<file path="src/rtl/branch_sequencer_if.sv">
`default_nettype none
// ============================================================================
//  Module      : branch_sequencer_if
//  Description : Bundles every non-clock/reset signal of branch_sequencer.
//                It covers the fetch port, the branch facility, LR/CTR, the
//                execution pipe, redirect and status. The master side is the
//                sequencer and the slave side is its environment.
//  Revision    : 1.0 - initial release
// ============================================================================
interface branch_sequencer_if;
    logic        i_run;
    logic        i_32b_mode;
    logic        o_fetch_valid;
    logic        i_fetch_ready;
    logic [63:0] o_fetch_addr;
    logic        i_resp_valid;
    logic [31:0] i_resp_instr;
    logic        o_bf_en;
    logic [31:0] o_bf_instr;
    logic [63:0] o_bf_cia;
    logic        i_bf_is_branch;
    logic        i_bf_taken;
    logic [63:0] i_bf_target;
    logic        i_bf_ctr_dec;
    logic        i_bf_lk;
    logic [63:0] i_ctr;
    logic        o_lr_we;
    logic [63:0] o_lr_wdata;
    logic        o_ctr_we;
    logic [63:0] o_ctr_wdata;
    logic        o_exec_valid;
    logic        i_exec_done;
    logic        i_redirect_valid;
    logic [63:0] i_redirect_addr;
    logic [63:0] o_cia;
    logic        o_retire;
    logic [63:0] o_retire_count;
    logic        o_halted;

    modport master (
        input  i_run, i_32b_mode, i_fetch_ready, i_resp_valid, i_resp_instr,
               i_bf_is_branch, i_bf_taken, i_bf_target, i_bf_ctr_dec, i_bf_lk,
               i_ctr, i_exec_done, i_redirect_valid, i_redirect_addr,
        output o_fetch_valid, o_fetch_addr, o_bf_en, o_bf_instr, o_bf_cia,
               o_lr_we, o_lr_wdata, o_ctr_we, o_ctr_wdata, o_exec_valid,
               o_cia, o_retire, o_retire_count, o_halted
    );

    modport slave (
        output i_run, i_32b_mode, i_fetch_ready, i_resp_valid, i_resp_instr,
               i_bf_is_branch, i_bf_taken, i_bf_target, i_bf_ctr_dec, i_bf_lk,
               i_ctr, i_exec_done, i_redirect_valid, i_redirect_addr,
        input  o_fetch_valid, o_fetch_addr, o_bf_en, o_bf_instr, o_bf_cia,
               o_lr_we, o_lr_wdata, o_ctr_we, o_ctr_wdata, o_exec_valid,
               o_cia, o_retire, o_retire_count, o_halted
    );
endinterface
`default_nettype wire

</file>
<file path="src/rtl/branch_sequencer.sv">
`default_nettype none
// ============================================================================
//  Module      : branch_sequencer
//  Description : Single-issue instruction sequencer. It owns the CIA and steps
//                each instruction through fetch, response and execute. It
//                applies branch-facility results (NIA, LR, CTR) and hands
//                non-branch instructions to the execution pipe.
//  Revision    : 1.0 - initial release
// ============================================================================
module branch_sequencer #(
    parameter logic [63:0] RESET_VECTOR = 64'h0000_0000_0000_0100
) (
    input  wire logic            i_clk,
    input  wire logic            i_rst,
    branch_sequencer_if.master   bus
);

    localparam logic [63:0] c_lo32_mask = 64'h0000_0000_FFFF_FFFF;
    localparam logic [63:0] c_all_ones  = 64'hFFFF_FFFF_FFFF_FFFF;
    localparam logic [63:0] c_word_mask = 64'hFFFF_FFFF_FFFF_FFFC;

    typedef enum logic [2:0] {
        ST_HALT      = 3'd0,
        ST_FETCH     = 3'd1,
        ST_WAIT      = 3'd2,
        ST_EXEC      = 3'd3,
        ST_EXEC_WAIT = 3'd4
    } state_t;

    state_t      r_state;
    logic [63:0] r_cia;
    logic [63:0] r_retire_count;
    logic [31:0] r_instr;
    logic        r_drop;

    logic [63:0] w_mode_mask;
    logic [63:0] w_cia_m;
    logic [63:0] w_seq_nia;
    logic [63:0] w_target;
    logic [63:0] w_redir;
    logic [63:0] w_exec_nia;
    logic        w_redirect;
    logic        w_br_fire;
    logic        w_complete;
    logic        w_next_fetch;

    // In 32-bit mode every address leaving or entering the CIA loses [63:32]
    assign w_mode_mask = bus.i_32b_mode ? c_lo32_mask : c_all_ones;
    assign w_cia_m     = r_cia & w_mode_mask;
    assign w_seq_nia   = (r_cia + 64'd4) & w_mode_mask;
    assign w_target    = bus.i_bf_target & c_word_mask & w_mode_mask;
    assign w_redir     = bus.i_redirect_addr & w_mode_mask;
    assign w_redirect  = bus.i_redirect_valid;

    // Branch results only count in the evaluation cycle and lose to a redirect
    assign w_br_fire   = (r_state == ST_EXEC) && bus.i_bf_is_branch && !w_redirect;
    assign w_complete  = !w_redirect &&
                         (((r_state == ST_EXEC) && (bus.i_bf_is_branch || bus.i_exec_done)) ||
                          ((r_state == ST_EXEC_WAIT) && bus.i_exec_done));
    assign w_exec_nia  = (w_br_fire && bus.i_bf_taken) ? w_target : w_seq_nia;
    assign w_next_fetch = bus.i_run;

    assign bus.o_fetch_valid  = (r_state == ST_FETCH) && !w_redirect;
    assign bus.o_fetch_addr   = w_cia_m;
    assign bus.o_bf_en        = (r_state == ST_EXEC);
    assign bus.o_bf_instr     = r_instr;
    assign bus.o_bf_cia       = w_cia_m;
    assign bus.o_lr_we        = w_br_fire && bus.i_bf_lk;
    assign bus.o_lr_wdata     = w_seq_nia;
    assign bus.o_ctr_we       = w_br_fire && bus.i_bf_ctr_dec;
    assign bus.o_ctr_wdata    = bus.i_ctr - 64'd1;
    assign bus.o_exec_valid   = !w_redirect &&
                                (((r_state == ST_EXEC) && !bus.i_bf_is_branch) ||
                                 (r_state == ST_EXEC_WAIT));
    assign bus.o_cia          = w_cia_m;
    assign bus.o_retire       = w_complete;
    assign bus.o_retire_count = r_retire_count;
    assign bus.o_halted       = (r_state == ST_HALT);

    // Sequencing FSM: state, CIA, drop flag, latched instruction and retire count
    always_ff @(posedge i_clk or negedge i_rst) begin
        if (!i_rst) begin
            r_state        <= ST_HALT;
            r_cia          <= RESET_VECTOR;
            r_retire_count <= 64'd0;
            r_instr        <= 32'd0;
            r_drop         <= 1'b0;
        end else begin
            case (r_state)
                ST_HALT: begin
                    if (w_redirect) begin
                        r_cia <= w_redir;
                    end else if (bus.i_run) begin
                        r_state <= ST_FETCH;
                    end
                end
                ST_FETCH: begin
                    if (w_redirect) begin
                        r_cia <= w_redir;
                    end else if (bus.i_fetch_ready) begin
                        r_state <= ST_WAIT;
                    end
                end
                ST_WAIT: begin
                    if (w_redirect) begin
                        r_cia <= w_redir;
                    end
                    // A response belonging to a redirected-away fetch is thrown away
                    if (bus.i_resp_valid) begin
                        if (r_drop || w_redirect) begin
                            r_drop  <= 1'b0;
                            r_state <= ST_FETCH;
                        end else begin
                            r_instr <= bus.i_resp_instr;
                            r_state <= ST_EXEC;
                        end
                    end else if (w_redirect) begin
                        r_drop <= 1'b1;
                    end
                end
                ST_EXEC, ST_EXEC_WAIT: begin
                    if (w_redirect) begin
                        r_cia   <= w_redir;
                        r_state <= w_next_fetch ? ST_FETCH : ST_HALT;
                    end else if (w_complete) begin
                        r_cia          <= w_exec_nia;
                        r_retire_count <= r_retire_count + 64'd1;
                        r_state        <= w_next_fetch ? ST_FETCH : ST_HALT;
                    end else begin
                        r_state <= ST_EXEC_WAIT;
                    end
                end
                default: begin
                    r_state <= ST_HALT;
                end
            endcase
        end
    end

endmodule
`default_nettype wire
</file>
<file path="src/flat_wrapper.sv">
// flat-port wrapper written by rule: the top's interface ports become plain ports
module branch_sequencer_flat 
#(
    parameter logic [63:0] RESET_VECTOR = 64'h0000_0000_0000_0100
)
  (i_clk, i_rst, bus_i_run, bus_i_32b_mode, bus_i_fetch_ready, bus_i_resp_valid, bus_i_resp_instr, bus_i_bf_is_branch, bus_i_bf_taken, bus_i_bf_target, bus_i_bf_ctr_dec, bus_i_bf_lk, bus_i_ctr, bus_i_exec_done, bus_i_redirect_valid, bus_i_redirect_addr, bus_o_fetch_valid, bus_o_fetch_addr, bus_o_bf_en, bus_o_bf_instr, bus_o_bf_cia, bus_o_lr_we, bus_o_lr_wdata, bus_o_ctr_we, bus_o_ctr_wdata, bus_o_exec_valid, bus_o_cia, bus_o_retire, bus_o_retire_count, bus_o_halted);
  branch_sequencer_if bus_i ();
  input  wire logic i_clk;
  input  wire logic i_rst;
  input wire logic [$bits(bus_i.i_run)-1:0] bus_i_run;
  input wire logic [$bits(bus_i.i_32b_mode)-1:0] bus_i_32b_mode;
  input wire logic [$bits(bus_i.i_fetch_ready)-1:0] bus_i_fetch_ready;
  input wire logic [$bits(bus_i.i_resp_valid)-1:0] bus_i_resp_valid;
  input wire logic [$bits(bus_i.i_resp_instr)-1:0] bus_i_resp_instr;
  input wire logic [$bits(bus_i.i_bf_is_branch)-1:0] bus_i_bf_is_branch;
  input wire logic [$bits(bus_i.i_bf_taken)-1:0] bus_i_bf_taken;
  input wire logic [$bits(bus_i.i_bf_target)-1:0] bus_i_bf_target;
  input wire logic [$bits(bus_i.i_bf_ctr_dec)-1:0] bus_i_bf_ctr_dec;
  input wire logic [$bits(bus_i.i_bf_lk)-1:0] bus_i_bf_lk;
  input wire logic [$bits(bus_i.i_ctr)-1:0] bus_i_ctr;
  input wire logic [$bits(bus_i.i_exec_done)-1:0] bus_i_exec_done;
  input wire logic [$bits(bus_i.i_redirect_valid)-1:0] bus_i_redirect_valid;
  input wire logic [$bits(bus_i.i_redirect_addr)-1:0] bus_i_redirect_addr;
  output wire logic [$bits(bus_i.o_fetch_valid)-1:0] bus_o_fetch_valid;
  output wire logic [$bits(bus_i.o_fetch_addr)-1:0] bus_o_fetch_addr;
  output wire logic [$bits(bus_i.o_bf_en)-1:0] bus_o_bf_en;
  output wire logic [$bits(bus_i.o_bf_instr)-1:0] bus_o_bf_instr;
  output wire logic [$bits(bus_i.o_bf_cia)-1:0] bus_o_bf_cia;
  output wire logic [$bits(bus_i.o_lr_we)-1:0] bus_o_lr_we;
  output wire logic [$bits(bus_i.o_lr_wdata)-1:0] bus_o_lr_wdata;
  output wire logic [$bits(bus_i.o_ctr_we)-1:0] bus_o_ctr_we;
  output wire logic [$bits(bus_i.o_ctr_wdata)-1:0] bus_o_ctr_wdata;
  output wire logic [$bits(bus_i.o_exec_valid)-1:0] bus_o_exec_valid;
  output wire logic [$bits(bus_i.o_cia)-1:0] bus_o_cia;
  output wire logic [$bits(bus_i.o_retire)-1:0] bus_o_retire;
  output wire logic [$bits(bus_i.o_retire_count)-1:0] bus_o_retire_count;
  output wire logic [$bits(bus_i.o_halted)-1:0] bus_o_halted;
  assign bus_i.i_run = bus_i_run;
  assign bus_i.i_32b_mode = bus_i_32b_mode;
  assign bus_i.i_fetch_ready = bus_i_fetch_ready;
  assign bus_i.i_resp_valid = bus_i_resp_valid;
  assign bus_i.i_resp_instr = bus_i_resp_instr;
  assign bus_i.i_bf_is_branch = bus_i_bf_is_branch;
  assign bus_i.i_bf_taken = bus_i_bf_taken;
  assign bus_i.i_bf_target = bus_i_bf_target;
  assign bus_i.i_bf_ctr_dec = bus_i_bf_ctr_dec;
  assign bus_i.i_bf_lk = bus_i_bf_lk;
  assign bus_i.i_ctr = bus_i_ctr;
  assign bus_i.i_exec_done = bus_i_exec_done;
  assign bus_i.i_redirect_valid = bus_i_redirect_valid;
  assign bus_i.i_redirect_addr = bus_i_redirect_addr;
  assign bus_o_fetch_valid = bus_i.o_fetch_valid;
  assign bus_o_fetch_addr = bus_i.o_fetch_addr;
  assign bus_o_bf_en = bus_i.o_bf_en;
  assign bus_o_bf_instr = bus_i.o_bf_instr;
  assign bus_o_bf_cia = bus_i.o_bf_cia;
  assign bus_o_lr_we = bus_i.o_lr_we;
  assign bus_o_lr_wdata = bus_i.o_lr_wdata;
  assign bus_o_ctr_we = bus_i.o_ctr_we;
  assign bus_o_ctr_wdata = bus_i.o_ctr_wdata;
  assign bus_o_exec_valid = bus_i.o_exec_valid;
  assign bus_o_cia = bus_i.o_cia;
  assign bus_o_retire = bus_i.o_retire;
  assign bus_o_retire_count = bus_i.o_retire_count;
  assign bus_o_halted = bus_i.o_halted;
  branch_sequencer #(.RESET_VECTOR(RESET_VECTOR)) u_core (.i_clk(i_clk), .i_rst(i_rst), .bus(bus_i));
endmodule
</file>
<file path="config.mk">
export PLATFORM = sky130hd
export DESIGN_NAME = branch_sequencer_flat
export DESIGN_NICKNAME = d
export VERILOG_FILES = /design/src/rtl/branch_sequencer_if.sv /design/src/rtl/branch_sequencer.sv /design/src/flat_wrapper.sv
export SDC_FILE = /design/constraint.sdc
export NUM_CORES = 1
export LEC_CHECK = 0
export BUFFER_PORTS_ARGS = -buffer_cell sky130_fd_sc_hd__buf_2
export CORE_AREA = 2 2 257 259
export DETAILED_ROUTE_END_ITERATION = 16
export DIE_AREA = 0 0 259 261
export HOLD_SLACK_MARGIN = 0.03
export PLACE_DENSITY = 0.43
export SETUP_SLACK_MARGIN = 0.4
export SLEW_MARGIN = 40
export SYNTH_ARGS = -nofsm -noshare
export SYNTH_HDL_FRONTEND = slang
export SYNTH_SLANG_ARGS = --single-unit
</file>
<file path="constraint.sdc">
create_clock -name i_clk -period 3.1 [get_ports i_clk]
set_input_delay 0 -clock i_clk [delete_from_list [all_inputs] [get_ports i_clk]]
set_output_delay 0 -clock i_clk [all_outputs]
set_load 0.01 [all_outputs]
</file>
# After elaboration in Yosys (flattened, before gate mapping)
# Cells that the tools add are included.
# totals
output_inout_bits,423
memories,0
in_bits,236
ram_bits,0
romBits,0
latch_bits,0
elab_cells,72
ff_bits,164
# op_classes
eq_ne,12
n_reduce_logical,27
div_mod_pow,0
bitwise_logic,6
multipliers,0
add_sub_neg,3
muxes,19
shifts,0
magnitude_cmp,0
# ops
operator,n
64-bit two-way mux,5
64-bit AND,4
64-bit one-hot mux with 2 select lines,1
"64-bit by 1-bit adder with 64-bit output, second input constant",1
"64-bit by 3-bit adder with 64-bit output, second input constant",1
"64-bit by 1-bit subtractor with 64-bit output, second input constant",1
3-bit two-way mux,7
3-bit one-hot mux with 4 select lines,1
3-bit AND reduction,4
1-bit logical AND,11
"2-bit != test, second input constant",5
"3-bit by 2-bit equality test with 1-bit output, second input constant",2
5-bit AND reduction,1
1-bit logical OR,4
1-bit two-way mux,4
"2-bit by 1-bit != test with 1-bit output, second input constant",2
2-bit nonzero test,2
"3-bit by 1-bit equality test with 1-bit output, second input constant",1
"3-bit equality test, second input constant",1
3-bit zero test,1
"3-bit != test, second input constant",1
3-bit OR reduction,1
1-bit zero test,2
2-bit two-way mux,1
other kinds (2),3

# Longest topological paths before layout
# Gate-level depths: netlist (run 1).
# depth
ltp_word,8
ltp_mapped,10
ltp_nobuf,8

# Worst setup path after synthesis (run 1)
# Ideal clock, no wire load.
# synth_timing
path_kind,register to register
start,reg u_core.r_cia[31]
end,reg u_core.r_cia[47]
path_buffers,0
required_ns,3.006
path_slack_ns,0.747
t_arrival_ns,2.259
path_stages_with_launch,7
synth_period_minus_slack_ns,2.353
setup_ns,0.094
path_cell_list,dfrtp_1 -> nand4_2 -> or2_1 -> or4_4 -> or3_1 -> a211o_1 -> a221oi_2
# synth_between
elab_chain_cells,6
# synth_lines
item,line_no,source
start: declaration,branch_sequencer.sv:31,logic [63:0] r_cia;
start signal: assignment,branch_sequencer.sv:92,r_cia <= w_redir;
start signal: assignment,branch_sequencer.sv:99,r_cia <= w_redir;
start signal: assignment,branch_sequencer.sv:106,r_cia <= w_redir;
64-bit by 3-bit adder with 64-bit output,branch_sequencer.sv:50,assign w_seq_nia = (r_cia + 64'd4) & w_mode_mask;
64-bit AND,branch_sequencer.sv:50,
64-bit two-way mux,branch_sequencer.sv:60,assign w_exec_nia = (w_br_fire && bus.i_bf_taken) ? w_target : w_seq_nia;
64-bit two-way mux,branch_sequencer.sv:125,end else if (w_complete) begin
64-bit two-way mux,branch_sequencer.sv:122,if (w_redirect) begin
64-bit one-hot mux with 2 select lines,branch_sequencer.sv:89,case (r_state)
# No other way between the ends. The select of a mux whose other input is x is not followed.
# A chain may end at the register's enable or synchronous reset.

# Final worst setup path (run 1)
# layout_timing
start,reg u_core.r_cia[8]
end,out bus_o_lr_wdata[51]
# layout_between
elab_chain_cells,2
# layout_lines
item,line_no,source
64-bit by 3-bit adder with 64-bit output,branch_sequencer.sv:50,
64-bit AND,branch_sequencer.sv:50,
end: declaration,flat_wrapper.sv:30,output wire logic [$bits(bus_i.o_lr_wdata)-1:0] bus_o_lr_wdata;
# No other way between the ends.

==> flow_summary.yaml, run 1 <==
setup_path:
  crit_chain: "nand4_1 -> buf_4 -> nor3_2 -> nand2_2 -> nor4_4 -> xnor2_1 -> nor2_1 -> buf_2"
  critical_path.max_fanout: 8
  arrival_ps: 2670
  cp_num_buf_inv: 2
  critPathTopFamily: "simple AND/OR/NAND/NOR gates"
  end_kind: "primary output"
  reg2reg_setup_slack_ps: 580
  cpPeakStageDelay_ps: 610
  cp-start-kind: "flop"
  critPathRequiredTime_ps: 3100
  crit_slowest_cell: "dfstp_2"
  crit_type: "reg2out"
global_route:
  grt_antenna_before_repair: 4
  overflow: 0
  grt_pass1_wl_um: 84800
  track_usage_pct: 16.9
  grt_pass1_vias: 13300
  grt_max_degree: 93
sta:
  maxSlewViolCount: 0
  rsz0062_at_grt: "true"
  fin_worst_skew_ps: 12.2
  finalCritPeriodShare_pct: 86.0
  tightest_slew_ps: 769
  max_slew_margin_pct: 48.7
  period_needed_ps: 2670
  fmax_mhz: 375
  fin_setup_tns_ps: 0
  setup_violations: 0
  hold_viol: 0
detailed_routing:
  drc: 0
  ant_nets: 0
  wl_per_cell_um: 19.6
  first_pass_iters: 6
  via_per_inst: 4.42
  drt_iter0_drc: 686
  wl_um: 59600
  vias: 13400
finish:
  design_area_mm2: 0.0184
  multi_input_area_mm2: 0.00680
  final_cells: 3036
  fin_nets: 2396
  drive_gt1_share_pct: 42.0
  nFillCells: 7058
  area_growth_pct: 51.3
  regArea_mm2: 0.00413
synthesis:
  yosys_register_bits: 164
  ys_seq_area_share_pct: 33.7
  avgSynthCellArea_um2: 8.44
  syn_inst: 1445
  yosys_warnings: 0
  synthFlopType: "dfrtp_1"
  synth.most_common_cell: "nor2_1"
  synth_async_sr_flop_share_pct: 100
  synth_edf_count: 0
  synth_top_area_share_pct: 33.5
  synth_nets: 1684
  yosysTopAreaCell: "dfrtp_1"
  synth.area.top_cells: "dfrtp_1 33%, buf_4 10%, xnor2_1 7.8%"
  yosysUniqueCellTypes: 71
  synth_common_cells: "182 x nor2_1, 163 x dfrtp_1, 162 x buf_4, 108 x xnor2_1, 94 x nand2_1"
  syn_area_mm2: 0.0122
cts:
  clk_pin_slew_ps: 80
  clk_latency_ps: 480
  cts_htree_levels: 4
  cts_buffers: 17
  clock_path_buffers: 2
  clockRootBuffer: "clkbuf_16"
  clkSinkCount: 164
  cts_tree: "built"
floorplanning:
  dieArea_mm2: 0.0676
  die_width_um: 259
  coreArea_mm2: 0.0650
  rows: 94
  initial_core_util_pct: 18.7
  die_y_um: 261
  design.portCount: 659
flow_run:
  maxCapViolCount: 0
power:
  leakage_nw: 8.79
  ir_drop_uv: 436
  powerDensity_mw_per_mm2: 506
  power_mw: 9.34
placement:
  hpwlAfterDp_um: 47000
  place_congestion: 0.874
  dp_cells: 2802
  port_buffers: 656
  dpl_cell_area_mm2: 0.0157
run_status:
  status: "completed"
min_path:
  hold_class: "in2reg"
==> cells in the final DEF (no fill, tap or decap), drive strengths merged, types with 12 or more instances in the layout <==
cell and count:
a21oi 68, nand3 76, nor2 183, nand4 42, mux2 32, and4 12, buf 757, o22ai 15
dlygate4sd3 163, nor3 47, nor2b 22, and3 20, clkbuf 21, nor4 39, o21a 14, xor2 66
dfrtp 163, o21ai 41, nand2 95, inv 30, xnor2 109, or3 18
==> cells by family after synthesis <==
kind of cell	share of synthesized area, %
and+or+nand+nor	25.2
AOI/OAI and AO/OA	11.7
muxes	3.61
adders and majority gates	0.308
buffers and inverters	12.9
xor gates and xnor gates	12.6
DFF	33.7
==> where the power goes <==
group / internal, mW / switching, mW
registers: 2.59 / 0.424
clock network: 1.08 / 1.07
logic: 1.82 / 2.35
total: 5.50 / 3.84
==> flip-flops by register name, indices dropped and copies added (netlist names) <==
signal and count:
u_core.bus.o_retire_count 64, u_core.r_state 3, u_core.r_drop 1, u_core.bus.o_bf_instr 32
u_core.r_cia 64
==> per-stage QoR <==
stage | hold slack (ps) | worst slack [ps] | utilization, %
finish | 88.3 | 435 | 28.4
global route | 121 | 307 | 28.4
CTS | 36.6 | 401 | 28.1
detailed placement | 22.5 | 325 | 24.1
global placement | 177 | 367 | 24.1
floorplan | -296 | 747 | -
==> path summary, 6_finish.rpt <==
check	from	endpoint	depth (start not counted)
min in group asynchronous	i_rst	u_core.bus.o_bf_instr[16]$_DFFE_PN0P_	2
min reg2reg	u_core.bus.o_retire_count[63]$_DFFE_PN0P_	u_core.bus.o_retire_count[63]$_DFFE_PN0P_	1
max reg2reg	u_core.r_state[2]$_DFFE_PN0P_	u_core.r_cia[43]$_DFFE_PN0P_	7
min	bus_i_bf_target[53]	u_core.r_cia[53]$_DFFE_PN0P_	3
max	u_core.r_cia[8]$_DFFE_PN1P_	bus_o_lr_wdata[51]	8
max in group asynchronous	i_rst	u_core.r_cia[57]$_DFFE_PN0P_	3
==> repair_timing <==
item,4_1_cts,5_1_grt
hold buffers,163,0
setup endpoints to repair,38,32
gates resized for setup,51,17
buffers inserted,26,11
pin swaps,11,6
hold endpoints to repair,263,0
==> worst register-to-register path, delay by kind of cell (launching register included) <==
family,cells,cell delay [ps]
AOI/OAI and AO/OA,2,730
buffers and inverters,1,170
DFF,1,380
and+or+nand+nor,4,1160
==> per-layer routing <==
metal,vias to the layer above,share of wire [%],wire length [um],GRT usage (%)
li1,6338,-,-,-
met1,6532,42,24900,20.7
met3,65,5.5,3280,3.41
met4,2,2.6,1570,6.25
met2,479,50,29900,29.3
met5,-,0.022,13,0
==> layout make-up <==
type,instances,share of cell area [%]
antenna,2,0.0271
clock buffer,20,2.48
clock inverter,12,0.515
inverter,26,0.549
multi-input combinational,1027,36.8
sequential,164,22.4
tap,864,5.86
timing repair buffer,921,31.3
Power figures use the tool's default switching activity.
==> run 2: changes to the inputs <==
CELL_PAD_IN_SITES_DETAIL_PLACEMENT = 1   (was unset)
CELL_PAD_IN_SITES_GLOBAL_PLACEMENT = 2   (was unset)
CORE_AREA = 10 10 246 248   (was 2 2 257 259)
DIE_AREA = 0 0 256 258   (was 0 0 259 261)
PLACE_DENSITY = 0.77   (was 0.43)
==> flow_summary.yaml, run 2 (same netlist as run 1, synthesis figures left out) <==
detailed_routing:
  wl_per_cell_um: 23.6
  top_layer: "met5"
  drt-met1-wl_um: 28800
  first_pass_iters: 5
  routed-wl-met3_um: 3660
  wl_met2_um: 35600
  via_per_inst: 4.67
  ant_nets: 0
  vias: 13800
  drt_iter0_drc: 705
  drc: 0
  wl_um: 70000
finish:
  area_growth_pct: 54.6
  regArea_mm2: 0.00414
  post-route-util_pct: 33.8
  final_cell_mix: "651 x buf_2, 169 x nor2_1, 162 x dlygate4sd3_1, 138 x dfrtp_1, 122 x buf_4"
  multi_input_area_mm2: 0.00698
  nFillCells: 6764
  drive_gt1_share_pct: 44.0
  fin_nets: 2427
  layout_commonest_cell: "buf_2"
setup_path:
  r2r_cells: 8
  critPathRequiredTime_ps: 3100
  cp-start-kind: "flop"
  crit_type: "reg2out"
  crit_path_start: "u_core.r_cia[32]$_DFFE_PN0P_"
  arrival_ps: 2690
  worstReg2RegEnd: "u_core.r_cia[53]$_DFFE_PN0P_"
  end_kind: "primary output"
  reg2reg_setup_slack_ps: 500
  regToRegStartpoint: "u_core.r_state[0]$_DFFE_PN0P_"
  crit_end: "bus_o_lr_wdata[51]"
  critical_path.max_fanout: 5
sta:
  rsz0062_at_grt: "true"
  fin_worst_skew_ps: 17.1
  tightest_slew_ps: 688
  holdWs_ps: 77.7
  max_slew_margin_pct: 54.1
  finalCritPeriodShare_pct: 86.7
  hold_viol: 0
  fin_setup_tns_ps: 0
  setup_violations: 0
  maxSlewViolCount: 0
  fmax_mhz: 372
  period_needed_ps: 2690
floorplanning:
  dieArea_mm2: 0.0660
  rows: 87
  initial_core_util_pct: 21.9
  die_y_um: 258
  coreArea_mm2: 0.0557
  design.portCount: 659
  die_width_um: 256
cts:
  clkSinkCount: 164
  clockRootBuffer: "clkbuf_16"
  cts_htree_levels: 4
  clock_path_buffers: 2
  clk_pin_slew_ps: 70
  cts_tree: "built"
  cts_buffers: 17
  clk_latency_ps: 480
placement:
  port_buffers: 656
  hpwlAfterDp_um: 54800
  place_congestion: 0.885
min_path:
  hold_class: "in2reg"
power:
  leakage_nw: 9.09
  powerDensity_mw_per_mm2: 524
  ir_drop_uv: 434
flow_run:
  maxCapViolCount: 0
global_route:
  grt_pass1_wl_um: 102000
  grt_antenna_before_repair: 5
  overflow: 0
  track_usage_pct: 20.2
  grt_max_degree: 80
  grt_pass1_vias: 15300
run_status:
  status: "completed"
run 2: changes by cell type in the layout (fill, tap and decap cells not counted), sizes merged:
cell         before  now
buf             757  789
bufinv            0    4
clkinv            4    2
diode             2    4
clkinvlp          4    3
dlygate4sd3     163  162
inv              30   29
run 2: how the worst min path moves through the flow:
stage                                                            to                from  cells past startpoint
after floorplan                u_core.bus.o_bf_instr[0]$_DFFE_PN0P_               i_rst                      0
after global placement    u_core.bus.o_retire_count[17]$_DFFE_PN0P_               i_rst                      1
after detailed placement  u_core.bus.o_retire_count[17]$_DFFE_PN0P_               i_rst                      1
after CTS                               u_core.r_cia[5]$_DFFE_PN0P_  bus_i_bf_target[5]                      4
after global routing                    u_core.r_cia[5]$_DFFE_PN0P_  bus_i_bf_target[5]                      4
final                                   u_core.r_cia[5]$_DFFE_PN0P_  bus_i_bf_target[5]                      4
run 2: final cells by class:
| cell class | count | area share (%) |
|---|---|---|
| repair buffers | 952 | 32.0 |
| clock inverters | 12 | 1.01 |
| diodes | 4 | 0.0531 |
| inverters | 26 | 0.538 |
| multi-input cells | 1027 | 37.0 |
| well taps | 756 | 5.02 |
| clock buffers | 20 | 2.37 |
| flip-flops and latches | 164 | 22.0 |
run 2: repair_timing:
action	in CTS	in global routing
hold buffers	162	0
setup buffers	32	30
pin swaps	14	30
gates resized for setup	69	60
hold endpoints to repair	177	0
gates cloned	0	1
endpoints found under the setup margin	46	55
run 2: stage by stage:
stage / area (um2) / cells / power [mW] / setup slack [ps]
floorplan: 12200 / 1445 / 5.42 / 747
global placement: 15600 / 2700 / 6.96 / 45.3
detailed placement: 15600 / 2700 / 7.03 / -13.7
CTS: 18300 / 2926 / 9.86 / 332
global route: 18800 / 2961 / 10.4 / 297
finish: 18800 / 2961 / 9.88 / 412
run 2: routing by layer:
layer / track usage, % / vias to the layer above
met5: 0 / -
met2: 35.8 / 461
met4: 6.86 / 2
met1: 23.6 / 6877
met3: 4.76 / 87
li1: - / 6408
run 2: power breakdown:
group	internal [mW]	leakage, nW	switching [mW]
logic	1.83	6.70	2.53
registers	2.59	2.08	0.503
clock network	1.39	0.304	1.03
total	5.81	9.09	4.06
run 2: critical path, stage by stage, from the launching register on:
cell	delay, ps
dfrtp_1	400
nand4_4	140
or2_4	250
or4_4	600
buf_6	150
nor4_4	240
xnor2_1	130
nor2_1	130
buf_2	160
==> run 3: changes to the inputs <==
CAP_MARGIN = 20   (was unset)
CORE_AREA = 10 10 248 250   (was 10 10 246 248)
DIE_AREA = 0 0 258 260   (was 0 0 256 258)
PLACE_DENSITY = 0.76   (was 0.77)
clock period = 3.4 ns   (was 3.1 ns; I/O delays follow)
==> flow_summary.yaml, run 3 (same netlist as run 1, synthesis figures left out) <==
setup_path:
  critPathRequiredTime_ps: 3750
  crit_slowest_cell: "a21o_2"
  regToRegStartpoint: "u_core.r_state[1]$_DFFE_PN0P_"
  crit_chain: "or3b_1 -> a21o_2 -> buf_4 -> a21oi_1 -> a21oi_1 -> dlygate4sd3_1 -> o21ai_0"
  cpPeakStageDelay_ps: 620
  crit_path_start: "u_core.r_state[1]$_DFFE_PN0P_"
  end_kind: "flop"
  crit_end: "u_core.r_cia[3]$_DFFE_PN0P_"
  r2r_cells: 7
  arrival_ps: 3240
  crit_type: "reg2reg"
  crit_top_cell: "a21oi_1"
  worstReg2RegEnd: "u_core.r_cia[3]$_DFFE_PN0P_"
  critical_path.max_fanout: 26
  cp-start-kind: "flop"
  reg2reg_setup_slack_ps: 510
cts:
  cts_htree_levels: 4
  cts_buffers: 17
  cts_tree: "built"
  clockRootBuffer: "clkbuf_16"
  clock_path_buffers: 2
  clkSinkCount: 164
  clk_latency_ps: 480
  clk_pin_slew_ps: 70
power:
  p_comb_share_pct: 42.5
  leakage_nw: 8.50
  power.share.sequential_pct: 34.2
  powerDensity_mw_per_mm2: 478
  p_clk_share_pct: 23.3
  power_switching_share_pct: 42.0
  power_mw: 8.54
  p_switching_mw: 3.58
  intPower_mw: 4.96
  ir_drop_uv: 418
finish:
  design_area_mm2: 0.0179
  nFillCells: 6807
  fin_nets: 2352
  post-route-util_pct: 31.7
  drive_gt1_share_pct: 40.2
  layout_commonest_cell: "buf_2"
  area_growth_pct: 46.4
  final_cells: 2883
  final_cell_mix: "654 x buf_2, 177 x nor2_1, 163 x dlygate4sd3_1, 141 x dfrtp_1, 108 x xnor2_1"
detailed_routing:
  ant_nets: 0
  wl_per_cell_um: 23.5
  drc: 0
  drt_iter0_drc: 683
  vias: 13600
  first_pass_iters: 5
  wl_um: 67800
  via_per_inst: 4.70
floorplanning:
  design.portCount: 659
  coreArea_mm2: 0.0563
  die_y_um: 260
  initial_core_util_pct: 21.7
  dieArea_mm2: 0.0671
  rows: 87
  die_width_um: 258
sta:
  fin_setup_tns_ps: 0
  holdWs_ps: 74.0
  fmax_mhz: 347
  setup_slack_ps: 515
  maxSlewViolCount: 0
  tightest_slew_ps: 782
  period_needed_ps: 2890
  fin_worst_skew_ps: 11.0
  hold_viol: 0
  rsz0062_at_grt: "true"
  finalCritPeriodShare_pct: 84.9
  setup_violations: 0
  max_slew_margin_pct: 47.5
global_route:
  grt_antenna_before_repair: 11
  grt_pass1_vias: 15100
  overflow: 0
  grt_pass1_wl_um: 99500
  track_usage_pct: 19.4
  grt_max_degree: 64
flow_run:
  maxCapViolCount: 0
placement:
  dp_cells: 2675
  dp_slack_ps: 469
  hpwlAfterDp_um: 54600
  port_buffers: 656
  dpl_cell_area_mm2: 0.0154
  place_congestion: 0.861
min_path:
  hold_class: "in2async"
run_status:
  status: "completed"
run 3: changes by cell type in the layout (fill, tap and decap cells not counted), moves of 6 or more:
cell and change:
buf_4 -67, buf_6 -10, nand3_1 +8, nor2_1 +8
nor4_4 -8, nor4_2 +6
run 3: worst min path at each step:
| stage | from | end | cells past startpoint |
|---|---|---|---|
| finish | i_rst | u_core.bus.o_retire_count[16]$_DFFE_PN0P_ | 3 |
| global route | i_rst | u_core.bus.o_retire_count[36]$_DFFE_PN0P_ | 3 |
| detailed placement | i_rst | u_core.bus.o_retire_count[17]$_DFFE_PN0P_ | 1 |
| global placement | i_rst | u_core.bus.o_retire_count[17]$_DFFE_PN0P_ | 1 |
| CTS | bus_i_bf_target[32] | u_core.r_cia[32]$_DFFE_PN0P_ | 4 |
| floorplan | i_rst | u_core.bus.o_bf_instr[0]$_DFFE_PN0P_ | 0 |
run 3: power groups by stage:
stage	registers, mW	logic (mW)	clock network, mW
after floorplan	2.84	2.10	0
after global placement	2.90	3.33	0
after detailed placement	2.94	3.36	0
after CTS	2.91	3.61	2.07
after global routing	2.99	3.93	2.14
final	2.92	3.63	1.99
run 3: critical path: cells and delay by family, from the launching register on:
kind                   cells  cell delay [ps]
buffers and inverters      2              970
and+or+nand+nor            1              320
AOI/OAI and AO/OA          4              880
DFF                        1              570
run 3: layout make-up:
| type | count | area [um2] | area share (%) |
|---|---|---|---|
| Inverter | 26 | 101 | 0.568 |
| Clock buffer | 20 | 447 | 2.50 |
| Antenna cell | 1 | 2.50 | 0.0140 |
| Multi-Input combinational cell | 1027 | 6690 | 37.4 |
| Timing Repair Buffer | 877 | 5420 | 30.4 |
| Clock inverter | 12 | 120 | 0.673 |
| Tap cell | 756 | 946 | 5.30 |
| Sequential cell | 164 | 4130 | 23.1 |
run 3: layer usage:
layer  GRT usage (%)  up-vias  wire length, um
li1                -     6252                -
met1            22.1     6774            27300
met4            5.31       14             1400
met2            35.3      429            35400
met3            4.93       83             3650
met5               0        -               86
run 3: timing repair:
item / CTS / global route
setup buffers: 3 / 8
hold buffers: 164 / 0
pin swaps: 3 / 1
gates resized for setup: 15 / 34
endpoints found under the setup margin: 19 / 44
hold endpoints to repair: 200 / 0
